`src/rtl/monitor_graph_loader.sv`:
```
// monitor_graph_loader: buffers host graph words in a FIFO and writes them to monitor memory
// one at a time, with acknowledge timeout detection and gating while the monitor is busy.
module monitor_graph_loader #(
   parameter int FIFO_DEPTH  = 4,
   parameter int ACK_TIMEOUT = 255
) (
   input  logic        clk,
   input  logic        reset,
   input  logic        host_wr_valid,
   output logic        host_wr_ready,
   input  logic [11:0] host_wr_addr,
   input  logic [31:0] host_wr_data,
   input  logic        mon_busy,
   output logic        mem_we,
   output logic [11:0] mem_addr,
   output logic [31:0] mem_din,
   input  logic        mem_wr_ack,
   input  logic        err_clr,
   output logic        timeout_err,
   output logic [15:0] load_count,
   output logic [2:0]  fifo_level,
   output logic        loader_idle
);
   localparam int AW = $clog2(FIFO_DEPTH);
   localparam int LW = $clog2(FIFO_DEPTH + 1);
   localparam logic [0:0] IDLE  = 1'b0;
   localparam logic [0:0] WRITE = 1'b1;
   localparam logic [7:0] TMAX  = 8'(ACK_TIMEOUT - 1);

   logic [11:0]   addr_mem [FIFO_DEPTH];
   logic [31:0]   data_mem [FIFO_DEPTH];
   logic [AW-1:0] wr_ptr_q, wr_ptr_d, rd_ptr_q, rd_ptr_d;
   logic [LW-1:0] level_q, level_d;
   logic [0:0]    state_q, state_d;
   logic [7:0]    timer_q, timer_d;
   logic [11:0]   mem_addr_q, mem_addr_d;
   logic [31:0]   mem_din_q, mem_din_d;
   logic [15:0]   cnt_q, cnt_d;
   logic          err_q, err_d;
   logic          push, pop, ack_hit, tmo, start;

   // An ack in the timeout cycle wins, so the timeout term requires no ack.
   always_comb begin
      push       = host_wr_valid && host_wr_ready;
      ack_hit    = (state_q == WRITE) && mem_wr_ack;
      tmo        = (state_q == WRITE) && !mem_wr_ack && (timer_q == TMAX);
      pop        = ack_hit || tmo;
      start      = (state_q == IDLE) && (level_q != '0) && !mon_busy;
      state_d    = start ? WRITE : pop ? IDLE : state_q;
      timer_d    = start ? 8'd0 : (state_q == WRITE) ? timer_q + 8'd1 : timer_q;
      level_d    = level_q + LW'(push) - LW'(pop);
      wr_ptr_d   = push ? wr_ptr_q + AW'(1) : wr_ptr_q;
      rd_ptr_d   = pop ? rd_ptr_q + AW'(1) : rd_ptr_q;
      mem_addr_d = start ? addr_mem[rd_ptr_q] : mem_addr_q;
      mem_din_d  = start ? data_mem[rd_ptr_q] : mem_din_q;
      cnt_d      = ack_hit ? cnt_q + 16'd1 : cnt_q;
      err_d      = tmo ? 1'b1 : err_clr ? 1'b0 : err_q;
   end

   always_ff @(posedge clk or negedge reset) begin
      if (!reset) begin
         state_q    <= IDLE;
         timer_q    <= '0;
         level_q    <= '0;
         wr_ptr_q   <= '0;
         rd_ptr_q   <= '0;
         mem_addr_q <= '0;
         mem_din_q  <= '0;
         cnt_q      <= '0;
         err_q      <= 1'b0;
      end else begin
         state_q    <= state_d;
         timer_q    <= timer_d;
         level_q    <= level_d;
         wr_ptr_q   <= wr_ptr_d;
         rd_ptr_q   <= rd_ptr_d;
         mem_addr_q <= mem_addr_d;
         mem_din_q  <= mem_din_d;
         cnt_q      <= cnt_d;
         err_q      <= err_d;
      end
   end

   // Storage needs no reset: occupancy is tracked by the pointers and level.
   always_ff @(posedge clk) begin
      if (push) begin
         addr_mem[wr_ptr_q] <= host_wr_addr;
         data_mem[wr_ptr_q] <= host_wr_data;
      end
   end

   assign host_wr_ready = level_q != LW'(FIFO_DEPTH);
   assign mem_we        = state_q == WRITE;
   assign mem_addr      = mem_addr_q;
   assign mem_din       = mem_din_q;
   assign load_count    = cnt_q;
   assign timeout_err   = err_q;
   assign fifo_level    = 3'(level_q);
   assign loader_idle   = (state_q == IDLE) && (level_q == '0);
endmodule

```
`config.mk`:
```
export PLATFORM = sky130hd
export DESIGN_NAME = monitor_graph_loader
export DESIGN_NICKNAME = d
export VERILOG_FILES = /design/src/rtl/monitor_graph_loader.sv
export SDC_FILE = /design/constraint.sdc
export NUM_CORES = 1
export LEC_CHECK = 0
export ABC_AREA = 0
export CAP_MARGIN = 25
export CORE_ASPECT_RATIO = 1.25
export CORE_MARGIN = 3
export CORE_UTILIZATION = 35
export CTS_BUF_LIST = sky130_fd_sc_hd__clkbuf_16
export CTS_CLUSTER_DIAMETER = 200
export DETAILED_ROUTE_END_ITERATION = 12
export PLACE_DENSITY = 0.57
export SYNTH_ARGS = -nofsm -noshare
export SYNTH_HDL_FRONTEND = slang
export SYNTH_SLANG_ARGS = --single-unit
```
`constraint.sdc`:
```
create_clock -name clk -period 2.95 [get_ports clk]
set_clock_uncertainty 0.1 [all_clocks]
set_input_delay 0.59 -clock clk [delete_from_list [all_inputs] [get_ports clk]]
set_output_delay 0.59 -clock clk [all_outputs]
set_load 0.005 [all_outputs]
```
After elaboration in Yosys (flattened, before gate mapping):

Memories as Yosys holds them, arrays and structs flattened. A register that Yosys moved wholly into a read port is not among the register bits.
Index checks and enable logic that the tools add are counted.

* register bits: 33
* memory bits (writable): 176
* input port bits: 50
* output and inout bits: 67
* logic and storage cells: 43
* memories: 2

Memory list
* data_mem: depth 4, bits a word 32, read ports 1, clocked after memory_dff 1, write ports 1, line 31 `logic [31:0] data_mem [FIFO_DEPTH];`
* addr_mem: depth 4, bits a word 12, read ports 1, clocked after memory_dff 1, write ports 1, line 30 `logic [11:0] addr_mem [FIFO_DEPTH];`

* $add $sub $neg: 6
* eq/ne operators: 2
* muxes and demuxes: 8
* bitwise logic cells: 1
* reductions and logical operators: 17

Operator list (number)
* $add A16 B1 Y16 const B: 1
* $mux W8: 2
* $add A8 B1 Y8 const B: 1
* $eq A8 B8 Y1 const B: 1
* $logic_and A1 B1 Y1: 7
* $mux W1: 6
* $reduce_bool A2 Y1: 3
* $add A2 B1 Y2 const B: 2
* $logic_not A1 Y1: 4
* $add A3 B1 Y3: 1
* $logic_not A3 Y1: 1
* $ne A3 B3 Y1 const B: 1
* $reduce_bool A3 Y1: 1
* $sub A3 B1 Y3: 1
* $logic_or A1 B1 Y1: 1
* $not A1 Y1: 1

Longest topological paths before layout:

Gate-level depths: netlist of run 1.

* word-level depth: 6
* depth in mapped cells: 10
* gate-level depth less buffers: 10

Worst setup path after synthesis of run 1:

OpenSTA, ideal clock, no wires.

* kind: reg2reg
* start: register wr_ptr_q[0]
* end: memory addr_mem[2][0] (enable)
* setup time: 0.406 ns
* arrival: 1.723 ns
* required time: 2.444 ns
* path slack: 0.721 ns
* cell stages (with the launch flop): 4
* buffers on the path: 0
* period minus slack after synthesis: 2.229 ns
* cell sequence: dfrtp_1 -> inv_1 -> ha_1 -> and3_1

RTL lines
* start, declared: line 32 `logic [AW-1:0] wr_ptr_q, wr_ptr_d, rd_ptr_q, rd_ptr_d;`
* start signal, assigned: line 75 `wr_ptr_q <= wr_ptr_d;`
* end, declared: line 30

No word-level cell before the write port.

Worst setup path in the final report of run 1:

* start: register state_q, in the netlist mem_we
* end: output port loader_idle

* longest elaborated chain between the ends: 2

RTL lines
* start, declared: line 34 `logic [0:0] state_q, state_d;`
* start signal, assigned: line 72 `state_q <= state_d;`
* $not A1 Y1: line 99 `assign loader_idle = (state_q == IDLE) && (level_q == '0);`
* $logic_and A1 B1 Y1: line 99
* end, declared: line 22 `output logic loader_idle`

Every way passes these cells.

==> results of run 1 <==
[power by group through the flow]
stage	clock (uW)	combinational (uW)	sequential, uW
after detailed placement	0	3250	5450
after CTS	2990	3260	5380
after global routing	3150	3490	5480
after global placement	0	3180	5390
final	2880	3160	5350
after floorplan	0	1940	5190
[through the flow]
step / util / instances
final: 0.446 / 1056
after global routing: 0.446 / 1056
after CTS: 0.446 / 1056
after detailed placement: 0.417 / 1007
after global placement: 0.417 / 1007
after floorplan: - / 557
[placed cells by master (no fill, tap or decap), types with 3 or more instances in the layout]
master           instances
buf_12                   7
inv_1                   14
buf_4                    4
clkinv_1                 6
nand2_1                146
mux4_2                  44
nor2_1                   9
dfrtp_1                 75
and3_2                   4
nand4_1                  7
clkinv_2                 8
clkdlybuf4s50_1        115
edfxtp_1               176
o21ai_0                  3
nand3_1                  5
clkbuf_16               26
xnor2_1                 15
ha_1                     9
xor2_1                   9
[kinds of logic after synthesis]
| logic type | count (synthesis) | synth area share |
|---|---|---|
| adder cells (fa/ha/maj) | 10 | 0.0138 |
| multiplexers | 48 | 0.108 |
| XOR/XNOR | 24 | 0.0219 |
| AO/OA/AOI/OAI | 7 | 0.00405 |
| flip-flops | 253 | 0.752 |
| AND/OR/NAND/NOR | 186 | 0.0827 |
| buffers and inverters | 29 | 0.0174 |
[worst max-delay path by stage]
| stage | cells past startpoint | slack, ns | end | from |
|---|---|---|---|---|
| after detailed placement | 9 | 0.15 | fifo_level[2]$_DFF_PN0_ | mem_wr_ack |
| final | 2 | 0.20 | loader_idle | mem_we$_DFFE_PN0P_ |
| after floorplan | 3 | 0.72 | addr_mem[2][0]$_DFFE_PP_ | wr_ptr_q[0]$_DFFE_PN0P_ |
| after global placement | 9 | 0.25 | fifo_level[2]$_DFF_PN0_ | host_wr_valid |
| after global routing | 2 | 0.05 | loader_idle | mem_we$_DFFE_PN0P_ |
| after CTS | 2 | 0.19 | loader_idle | mem_we$_DFFE_PN0P_ |
[sequential cells by signal, indices dropped and copies added, names as in the netlist]
name	cells
addr_mem	48
data_mem	128
fifo_level	3
load_count	16
mem_addr	12
mem_din	32
mem_we	1
rd_ptr_q	2
timeout_err	1
timer_q	8
wr_ptr_q	2
[worst min-delay path, stage by stage, from the launching register on]
cell     delay (ns)
dfrtp_1        0.34
nand2_1        0.05
nand2_1        0.05
[layer usage]
layer / track usage / vias to the layer above / wire (um) / share of wire
met4: 0.0347 / 0 / 351 / 0.018
li1: - / 2320 / - / -
met1: 0.160 / 2619 / 8030 / 0.41
met3: 0.0274 / 32 / 913 / 0.047
met5: 0 / - / 0 / 0
met2: 0.242 / 100 / 10200 / 0.52
[layout make-up]
cell class                      count  area [sq um]
Fill cell                        2399         14900
Sequential cell                   253          7220
Multi-Input combinational cell    275          2220
Timing Repair Buffer              127          1330
Clock buffer                       26           651
Tap cell                          345           432
Clock inverter                     22           109
Inverter                            8          30.0
[repair_timing]
item | 4_1_cts | 5_1_grt
hold endpoints to repair | 32 | 0
hold buffers | 1 | 0
resized for setup | 0 | 0
==> flow_summary.json, run 1 <==
{
  "antenna_found_initial": 0,
  "hold_class": "reg -> reg",
  "die-height_um": 191,
  "row_count": 67,
  "grt_pass1_vias": 5590,
  "combPwrFrac": 0.278,
  "crit_family": "flip-flops",
  "overflow": 0,
  "max_freq_mhz": 363,
  "ctsHtreeMaxLevel": 1,
  "final_nets": 751,
  "path_cells": "nor4_1 -> clkdlybuf4s50_1",
  "grtUsageTotal": 0.133,
  "crit_required_ns": 2.26,
  "synth_nets": 617,
  "arrival_ns": 2.06,
  "routabilityCongestion": 0.679,
  "period_share": 0.933,
  "cts_setup_buffers": 0,
  "synth_enable_flop_cells": 176,
  "p_int_uw": 8110,
  "p_per_area_nw_per_um2": 951,
  "crit_slowest_cell": "dfrtp_1",
  "drcViolationCount": 0,
  "slowest_delay_ns": 0.58,
  "rsz0062_at_grt": "false",
  "grt_max_degree": 51,
  "finalSetupViolations": 0,
  "start_util": 0.356,
  "ys.flop_type": "edfxtp_1",
  "pwr-share-seq": 0.470,
  "dr.pass1.iters": 4,
  "die_area_sq_um": 29400,
  "drive_gt1_frac": 0.146,
  "relSlewSlack": 0.596,
  "finalHoldViolCount": 0,
  "netlist_instances": 557,
  "postPlaceCellArea_sq_um": 11200,
  "power.switching_uw": 3290,
  "ys_top_cells_by_count": "edfxtp_1, nand2_1, dfrtp_1",
  "rr_startpoint": "mem_we$_DFFE_PN0P_",
  "avgSynthCellArea_sq_um": 17.2,
  "ys_types": 32,
  "pwr-share-clk": 0.253,
  "finalPower_uw": 11400,
  "ios": 117,
  "clock-root-buffer": "clkbuf_16",
  "worst-path-buf-inv": 1,
  "timing.hold.ws_ns": 0.369,
  "cts_buffer_depth": 3,
  "fin_crit_ns": 2.75,
  "reg2reg_to": "fifo_level[2]$_DFF_PN0_",
  "ff2ff_path_depth": 8,
  "area_delta_synth_final_pct": 25.1,
  "ys_warn_count": 0,
  "io_buffers": 116,
  "worstPathMaxFanout": 15,
  "syn_area_sq_um": 9590,
  "clk_latency_ns": 0.52,
  "holdPathEnd": "mem_din[2]$_DFFE_PN0P_",
  "drtIter0Drc": 201,
  "synthTopCellsByArea": "edfxtp_1, dfrtp_1, mux4_2, nand2_1, xnor2_1",
  "drt-vias-per-instance": 4.80,
  "num_antenna_cells": 0,
  "critPathKind": "reg -> out",
  "yosys.cell_count.top_type": "edfxtp_1",
  "hold_start": "mem_din[2]$_DFFE_PN0P_",
  "antenna_left": 0,
  "final_area_sq_um": 12000,
  "vdd_drop_max_mv": 0.416,
  "p_leak_uw": 0.00448,
  "yosysTopAreaCell": "edfxtp_1",
  "wl_per_cell_um": 18.5,
  "tns_ns": 0,
  "routed_wl_um": 19500,
  "rrSetupSlack_ns": 0.49,
  "holdPathStages": 2,
  "finalMaxSlewViolations": 0,
  "numCtsBuffers": 26,
  "ys_ff_latch": 253,
  "cts_tree": "built",
  "yosysTopAreaCellShare": 0.551,
  "status": "complete, no violations",
  "synth-seq-area-share": 0.752,
  "clock-sinks": 253,
  "worst_pin_slew_ns": 0.606,
  "timing.final.ws_setup_ns": 0.199,
  "drv_cap": 0,
  "dp_hpwl_um": 11500,
  "coreArea_sq_um": 26900,
  "grt_first_pass_wirelength_um": 30700,
  "async_flop_share": 0.304,
  "vias": 5071,
  "critPathCaptureType": "primary output",
  "fp.dieW_um": 154,
  "critPathLaunchType": "flop",
  "dp_slack_ns": 0.151,
  "path_clk_slew_ns": 0.06,
  "p_sw_frac": 0.289
}
No activity file was read; power rests on OpenSTA's default activity.
==> run 2: changes to the inputs <==
- PLACE_DENSITY: 0.57 -> 0.59
- clock period: 2.95 -> 2.4 ns (I/O delays scaled with it)
==> flow_summary.json, run 2 (synthesis gave the netlist of run 1 again) <==
{
  "drcViolationCount": 0,
  "cts_buffer_depth": 3,
  "vias": 5209,
  "worst_pin_slew_ns": 0.531,
  "fin_crit_ns": 2.25,
  "p_sw_frac": 0.283,
  "grt_first_pass_wirelength_um": 32300,
  "worstPathMaxFanout": 5,
  "rsz0062_at_grt": "false",
  "area_delta_synth_final_pct": 28.0,
  "p_per_area_nw_per_um2": 1190,
  "cts_tree": "built",
  "dp.cells": 1020,
  "grt_max_degree": 51,
  "critPathLaunchType": "flop",
  "path_clk_slew_ns": 0.07,
  "clock-sinks": 253,
  "status": "complete, no violations",
  "final_cell_mix": "edfxtp_1, nand2_1, clkdlybuf4s50_1, dfrtp_1, mux4_2",
  "worst-path-buf-inv": 2,
  "pwr-share-clk": 0.274,
  "vdd_drop_max_mv": 0.601,
  "regMostFlops": "data_mem",
  "relSlewSlack": 0.646,
  "ctsHtreeMaxLevel": 1,
  "final_common_cell": "edfxtp_1",
  "finalHoldViolCount": 0,
  "power.switching_uw": 4140,
  "numCtsBuffers": 26,
  "p_leak_uw": 0.00458,
  "largest_register_ffs": 128,
  "max_freq_mhz": 444,
  "routed_wl_um": 20200,
  "crit_path_frequent_cell": "ha_1",
  "ios": 117,
  "finalSetupViolations": 0,
  "drive_gt1_frac": 0.169,
  "wl_per_cell_um": 18.9,
  "grtUsageTotal": 0.139,
  "antenna_found_initial": 0,
  "timing.hold.ws_ns": 0.374,
  "finalPower_uw": 14600,
  "overflow": 0,
  "period_share": 0.939,
  "coreArea_sq_um": 26900,
  "slowest_delay_ns": 0.42,
  "crit_family": "adder cells",
  "finalMaxSlewViolations": 0,
  "crit_required_ns": 2.71,
  "cts_setup_buffers": 0,
  "pwr-share-seq": 0.443,
  "path_cells": "inv_1 -> ha_1 -> nand4_1 -> o21ai_2 -> ha_1 -> inv_1 -> ha_1 -> fa_1 -> xnor2_1 -> xnor2_1",
  "num_antenna_cells": 0,
  "die-height_um": 191,
  "clk_latency_ns": 0.52,
  "drt-vias-per-instance": 4.87,
  "start_util": 0.356,
  "dr.pass1.iters": 6,
  "critPathCaptureType": "flop",
  "arrival_ns": 2.56,
  "crit_slowest_cell": "dfrtp_1",
  "clock-root-buffer": "clkbuf_16",
  "antenna_left": 0,
  "stdcell_count": 1069,
  "fp.dieW_um": 154,
  "combPwrFrac": 0.283,
  "drv_cap": 0,
  "critPathKind": "reg -> reg",
  "die_area_sq_um": 29400,
  "drtIter0Drc": 229,
  "hold_class": "reg -> reg",
  "final_nets": 764,
  "dp_hpwl_um": 12600,
  "routabilityCongestion": 0.710,
  "row_count": 67,
  "p_int_uw": 10500,
  "grt_pass1_vias": 5777,
  "io_buffers": 116
}
## run 2: cell types whose count changed in the layout (fill, tap and decap cells not counted), sizes merged
cell,before,now
inv,14,11
dlymetal6s2s,0,1
clkdlybuf4s50,115,113
clkinvlp,1,5
clkinv,15,10
clkbuf,26,27
bufinv,0,3
buf,11,24
dlygate4sd2,0,1
## run 2: final timing paths
check,depth (start not counted),from,to,slack (ns)
worst min register to register,2,mem_addr[4]$_DFFE_PN0P_,mem_addr[4]$_DFFE_PN0P_,0.37
max in group asynchronous,3,reset,rd_ptr_q[0]$_DFFE_PN0P_,1.17
worst max-delay path,10,timer_q[0]$_DFFE_PN0P_,fifo_level[2]$_DFF_PN0_,0.15
worst min-delay path,2,mem_addr[4]$_DFFE_PN0P_,mem_addr[4]$_DFFE_PN0P_,0.37
worst max register to register,10,timer_q[0]$_DFFE_PN0P_,fifo_level[2]$_DFF_PN0_,0.15
min in group asynchronous,2,reset,mem_din[1]$_DFFE_PN0P_,0.39
## run 2: final cells by class
type	count	area, sq um
Clock buffer	27	676
Clock inverter	21	186
Fill cell	2340	14600
Inverter	8	30.0
Multi-Input combinational cell	275	2230
Sequential cell	253	7220
Tap cell	345	432
Timing Repair Buffer	140	1490
## run 2: power by group through the flow
stage	Sequential, uW	Clock, uW	Combinational [uW]
after floorplan	6380	0	2380
after global placement	6490	0	4190
after detailed placement	6570	0	4260
after CTS	6500	4140	4290
after global routing	6610	4300	4580
final	6470	4010	4150
## run 2: per-stage QoR
stage / TNS [ns] / util / cell area [sq um] / setup slack [ns]
6_report: 0 / 0.456 / 12300 / 0.145
5_1_grt: 0 / 0.456 / 12300 / 0.0167
4_1_cts: 0 / 0.456 / 12300 / 0.0246
3_5_place_dp: -0.178 / 0.423 / 11400 / -0.178
3_3_place_gp: -0.147 / 0.423 / 11400 / -0.147
2_1_floorplan: 0 / - / 9590 / 0.171
## run 2: timing repair
| action | in CTS | in global routing |
|---|---|---|
| resized for setup | 3 | 3 |
| endpoints found under the hold margin | 33 | 0 |
| setup endpoints to repair | 1 | 2 |
| hold buffers | 1 | 0 |
## run 2: worst min-delay path, stage by stage (launching register included)
cell and delay [ns]:
dfrtp_1 0.34, nand2_1 0.05, nand2_1 0.05
## run 2: routing by layer
layer / part of all wire / GRT usage
met3: 0.046 / 0.0242
met5: 0 / 0
met1: 0.41 / 0.172
met2: 0.53 / 0.249
met4: 0.021 / 0.0411
